==> config.mk <==
export PLATFORM = sky130hd
export DESIGN_NAME = vce_video_timing
export DESIGN_NICKNAME = d
export VERILOG_FILES = /design/src/rtl/vce_video_timing.sv
export SDC_FILE = /design/constraint.sdc
export NUM_CORES = 1
export LEC_CHECK = 0
export BUFFER_PORTS_ARGS = -buffer_cell sky130_fd_sc_hd__buf_2
export CAP_MARGIN = 20
export CORE_ASPECT_RATIO = 0.75
export CORE_UTILIZATION = 25
export DETAILED_ROUTE_END_ITERATION = 16
export PLACE_DENSITY_LB_ADDON = 0.25
export SLEW_MARGIN = 30
export SYNTH_ARGS = -nofsm -noshare
export SYNTH_HDL_FRONTEND = slang
export SYNTH_SLANG_ARGS = --single-unit
export TNS_END_PERCENT = 50
==> constraint.sdc <==
create_clock -name clock -period 2.05 [get_ports clock]
set_input_delay 0.41 -clock clock [delete_from_list [all_inputs] [get_ports clock]]
set_output_delay 0.41 -clock clock [all_outputs]
set_load 0.02 [all_outputs]
==> src/rtl/vce_video_timing.sv <==
// Raster timing generator: dot strobe, line/frame counters, sync and blank decodes.
// Latency: all outputs are combinational decodes of the registered counters (no extra stage).
// Backpressure: none; free-running once out of reset, counters hold only while not yet running.
module vce_video_timing #(
    parameter int H_TOTAL        = 1365,
    parameter int HSYNC_CLKS     = 104,
    parameter int H_ACTIVE_START = 264,
    parameter int H_ACTIVE_CLKS  = 1024,
    parameter int VSYNC_LINES    = 3,
    parameter int V_ACTIVE_START = 14,
    parameter int V_ACTIVE_LINES = 242
) (
    input  logic        clock,
    input  logic        reset,
    input  logic [1:0]  dot_mode,
    input  logic        frame_263,
    output logic        dot_en,
    output logic        HSYNC_n,
    output logic        VSYNC_n,
    output logic        hblank,
    output logic        vblank,
    output logic [10:0] h_count,
    output logic [9:0]  dot_x,
    output logic [8:0]  line_y,
    output logic        line_start,
    output logic        frame_start
);

    localparam logic [10:0] H_LAST   = 11'(H_TOTAL - 1);
    localparam logic [10:0] HS_END   = 11'(HSYNC_CLKS);
    localparam logic [10:0] HA_START = 11'(H_ACTIVE_START);
    localparam logic [10:0] HA_END   = 11'(H_ACTIVE_START + H_ACTIVE_CLKS);
    localparam logic [8:0]  VS_END   = 9'(VSYNC_LINES);
    localparam logic [8:0]  VA_START = 9'(V_ACTIVE_START);
    localparam logic [8:0]  VA_END   = 9'(V_ACTIVE_START + V_ACTIVE_LINES);

    logic       running;
    logic [1:0] div_cnt;
    logic [1:0] mode_act;   // divisor in force for the current line
    logic       f263_act;   // frame length in force for the current frame
    logic       h_end;
    logic [8:0] last_line;
    logic [1:0] div_last;

    assign h_end     = (h_count == H_LAST);
    assign last_line = f263_act ? 9'd262 : 9'd261;
    // Terminal value of the dot phase counter: N-1 for divisor N (4/3/2).
    assign div_last  = (mode_act == 2'd0) ? 2'd3 :
                       (mode_act == 2'd1) ? 2'd2 : 2'd1;

    // Run flag: first edge out of reset arms the scan; counters stay at (0,0) on that edge.
    always_ff @(posedge clock) begin
        if (reset) running <= 1'b0;
        else       running <= 1'b1;
    end

    // Horizontal position and per-line mode latch (mode only changes at a line boundary).
    always_ff @(posedge clock) begin
        if (reset) begin
            h_count  <= '0;
            mode_act <= dot_mode;
        end else if (running) begin
            if (h_end) begin
                h_count  <= '0;
                mode_act <= dot_mode;
            end else begin
                h_count  <= h_count + 11'd1;
            end
        end
    end

    // Line counter and per-frame length latch (length only changes at a frame boundary).
    always_ff @(posedge clock) begin
        if (reset) begin
            line_y   <= '0;
            f263_act <= frame_263;
        end else if (running && h_end) begin
            if (line_y == last_line) begin
                line_y   <= '0;
                f263_act <= frame_263;
            end else begin
                line_y   <= line_y + 9'd1;
            end
        end
    end

    // Dot phase and dot index; both realign to zero at the start of every line.
    always_ff @(posedge clock) begin
        if (reset) begin
            div_cnt <= '0;
            dot_x   <= '0;
        end else if (running) begin
            if (h_end) begin
                div_cnt <= '0;
                dot_x   <= '0;
            end else begin
                div_cnt <= (div_cnt == div_last) ? 2'd0 : div_cnt + 2'd1;
                if (dot_en) dot_x <= dot_x + 10'd1;
            end
        end
    end

    assign dot_en      = running && (div_cnt == 2'd0);
    assign HSYNC_n     = !(running && (h_count < HS_END));
    assign VSYNC_n     = !(running && (line_y < VS_END));
    assign hblank      = !(running && (h_count >= HA_START) && (h_count < HA_END));
    assign vblank      = !(running && (line_y >= VA_START) && (line_y < VA_END));
    assign line_start  = running && (h_count == 11'd0);
    assign frame_start = running && (h_count == 11'd0) && (line_y == 9'd0);

endmodule
==> results.sh <==
export IMPL_status="complete, but fails checks"
export IMPL_violations="negative setup slack"
export IMPL_coreArea_um2=7530
export IMPL_die_y_um=79.4
export IMPL_root_buffer="clkbuf_8"
export IMPL_tritoncts="yes"
export IMPL_synth_cell_type_count=51
export IMPL_htree_levels=2
export IMPL_cp_cell_sequence="or3b_4, nor3_4, and4b_2, and4_4, buf_6"
export IMPL_final_cells=388
export IMPL_ant_nets=0
export IMPL_clkSlewWorstSetupHoldPaths_ns=0.07
export IMPL_startpoint_type="flip-flop"
export IMPL_grt_pass1_vias=1686
export IMPL_vias=1916
export IMPL_r2r_setup_slack_ns=0.11
export IMPL_required_ns=1.64
export IMPL_viasPerCell=4.94
export IMPL_synth_warnings=0
export IMPL_rr_worst_depth=5
export IMPL_r2r_start="line_y[5]"
export IMPL_setup_tns_ns=-0.0735
export IMPL_grt_max_degree=20
export IMPL_min_from="frame_263"
export IMPL_postSynthAreaPerCell_um2=8.60
export IMPL_maxCapViolCount=0
export IMPL_startpoint="h_count[7]"
export IMPL_hp_class="input port to flip-flop"
export IMPL_synth_cells=232
export IMPL_port_buffers=41
export IMPL_grt_antenna_before_repair=0
export IMPL_grt_pass1_wl_um=8690
export IMPL_arrival_ns=1.71
export IMPL_crit_end="frame_start"
export IMPL_dr_pass1_iters=4
export IMPL_die_w_um=105
export IMPL_place_hpwl_um=4020
export IMPL_report_final_slew_viol_count=0
export IMPL_dieArea_um2=8350
export IMPL_layout_drive_gt1_share=0.289
export IMPL_critPathKind="flip-flop to primary output"
export IMPL_peakVddDrop_mv=0.329
export IMPL_ys_async_sr_fraction=0
export IMPL_synth_area_um2=2000
export IMPL_fin_util=0.337
export IMPL_place_gp_congestion=0.789
export IMPL_slowest_stage="or3b_4"
export IMPL_final_hold_violation_count=0
export IMPL_cts_buffers=5
export IMPL_cts_sinks=36
export IMPL_gr_total_overflow=0
export IMPL_drc_errors=0
export IMPL_cp_end_kind="primary output"
export IMPL_worst_pin_slew_ns=0.441
export IMPL_io_pin_count=42
export IMPL_slowest_delay_ns=0.41
export IMPL_synth_edff_count=3
export IMPL_nets=299
export IMPL_min_path_cells=1
export IMPL_dp_cells=377
export IMPL_cp_max_fo=2
export IMPL_yosysSeqAreaShare=0.376
export IMPL_routed_wl_um=5340
export IMPL_fin_ws_ns=-0.0735
export IMPL_slew_headroom=0.706
export IMPL_post_route_min_period_ns=2.12
export IMPL_skew_ns=0.00460
export IMPL_grt_usage=0.131
export IMPL_fmax_mhz=471
export IMPL_power_uw=1490
export IMPL_diodes=0
export IMPL_post_route_period_util=1.04
export IMPL_fillers=806
export IMPL_rows=27
export IMPL_first_iter_violations=82
export IMPL_holdBufCountCts=0
export IMPL_setup_viol=1
export IMPL_initial_utilization=0.265
export IMPL_wire_per_inst_um=13.8
export IMPL_clockBufferDepth=2
export IMPL_r2r_end="line_y[1]"
export IMPL_syn_nets=244
export IMPL_synth_seq_cells=36
export IMPL_clock_latency_ns=0.28
export IMPL_rsz0062_at_grt="yes"
export IMPL_p_leak_uw=0.00101
export IMPL_synthFlopType="dfxtp_1"
export IMPL_cellPowerDensity_nw_per_um2=587
export IMPL_syn_to_final_growth_pct=27.4
==> sequential cells by signal (all words and copies together) (netlist names) <==
signal and cells:
line_y 9, running 1, dot_x 10, div_cnt 2, mode_act 2, h_count 11, f263_act 1
==> stage by stage <==
step / area, um^2 / setup slack (ns) / hold WS (ns)
2_1_floorplan: 2000 / 0.0146 / 0.488
3_3_place_gp: 2370 / 0.135 / 0.479
3_5_place_dp: 2370 / 0.0849 / 0.487
4_1_cts: 2500 / -0.118 / 0.306
5_1_grt: 2540 / -0.116 / 0.295
6_report: 2540 / -0.0735 / 0.308
==> worst max-delay path, delay by kind of cell (launching register included) <==
| family | cells | cell delay, ns |
|---|---|---|
| AND/OR/NAND/NOR | 4 | 1.01 |
| flip-flops | 1 | 0.31 |
| buffers and inverters | 1 | 0.11 |
==> repair_timing <==
| action | CTS | global route |
|---|---|---|
| endpoints found under the setup margin | 4 | 5 |
| pin swaps | 4 | 4 |
| resized for setup | 7 | 7 |
| setup buffers | 2 | 2 |
| hold endpoints to repair | 0 | 0 |
==> layout make-up <==
cell class | count | area, um^2 | share of cell area
clock buffers | 7 | 96.3 | 0.0379
inverters | 16 | 60.1 | 0.0236
multi-input cells | 171 | 1170 | 0.461
flip-flops and latches | 36 | 756 | 0.297
well taps | 101 | 126 | 0.0497
repair buffers | 57 | 332 | 0.130
==> kinds of logic after synthesis <==
group	Yosys count	share of synthesized area
flip-flops	36	0.376
XOR/XNOR	12	0.0527
AO/OA/AOI/OAI	40	0.149
buffers and inverters	25	0.0583
adder cells (fa/ha/maj)	7	0.0439
multiplexers	1	0.00564
AND/OR/NAND/NOR	111	0.314
==> cell usage in the layout (no fill, tap or decap), types with 2 or more instances in the layout <==
master and n:
nand3_1 19, a31oi_1 2, o311ai_0 2, dfxtp_1 29
a21oi_1 8, xnor2_1 7, dfxtp_2 4, inv_1 15
buf_2 40, nand2_1 21, o211ai_1 4, nor2_1 16
o21ai_0 9, and4b_1 2, nor3_1 5, clkbuf_8 7
nand4_1 11, edfxtp_1 3, buf_4 16, or3_1 6
nor4_1 4, o22ai_1 4, nor3_4 2, ha_1 7
xor2_1 5, nand2b_1 2, or4_1 3, nand3b_1 3
o31ai_1 3
==> synthesized netlist by cell type, types with 2 or more instances <==
cell	instances	area, um^2
dfxtp_1	33	661
nand2_1	21	78.8
nand3_1	19	95.1
nor2_1	16	60.1
inv_1	15	56.3
nand4_1	11	68.8
o21ai_0	10	50.1
a21oi_1	8	40.0
ha_1	7	87.6
nor3_1	7	35.0
xnor2_1	7	61.3
or3_1	6	37.5
nor4_1	5	31.3
xor2_1	5	43.8
o211ai_1	4	30.0
o22ai_1	4	25.0
and4b_1	3	30.0
buf_2	3	15.0
edfxtp_1	3	90.1
nand3b_1	3	22.5
o31ai_1	3	22.5
or4_1	3	22.5
a31oi_1	2	12.5
and4_1	2	17.5
buf_6	2	22.5
clkbuf_1	2	7.51
nand2b_1	2	12.5
o311ai_0	2	17.5
or3b_1	2	17.5
==> how the worst min path moves through the flow <==
stage,slack [ns],end
floorplan,0.49,div_cnt[1]
detailed placement,0.49,dot_x[7]
global route,0.30,f263_act
finish,0.31,f263_act
CTS,0.31,f263_act
global placement,0.48,dot_x[9]
==> per-layer routing <==
metal / GRT usage / up-vias / routed length, um
li1: - / 963 / -
met1: 0.200 / 913 / 2950
met2: 0.174 / 38 / 2070
met3: 0.0408 / 2 / 292
met4: 0.0254 / 0 / 25
met5: 0 / - / 0
==> power by group <==
group          leakage [uW]  internal, uW  switching (uW)
Clock             0.0000503           299             237
Combinational      0.000658          82.8             123
Sequential         0.000298           730            20.9
No activity file was read; power rests on OpenSTA's default activity.
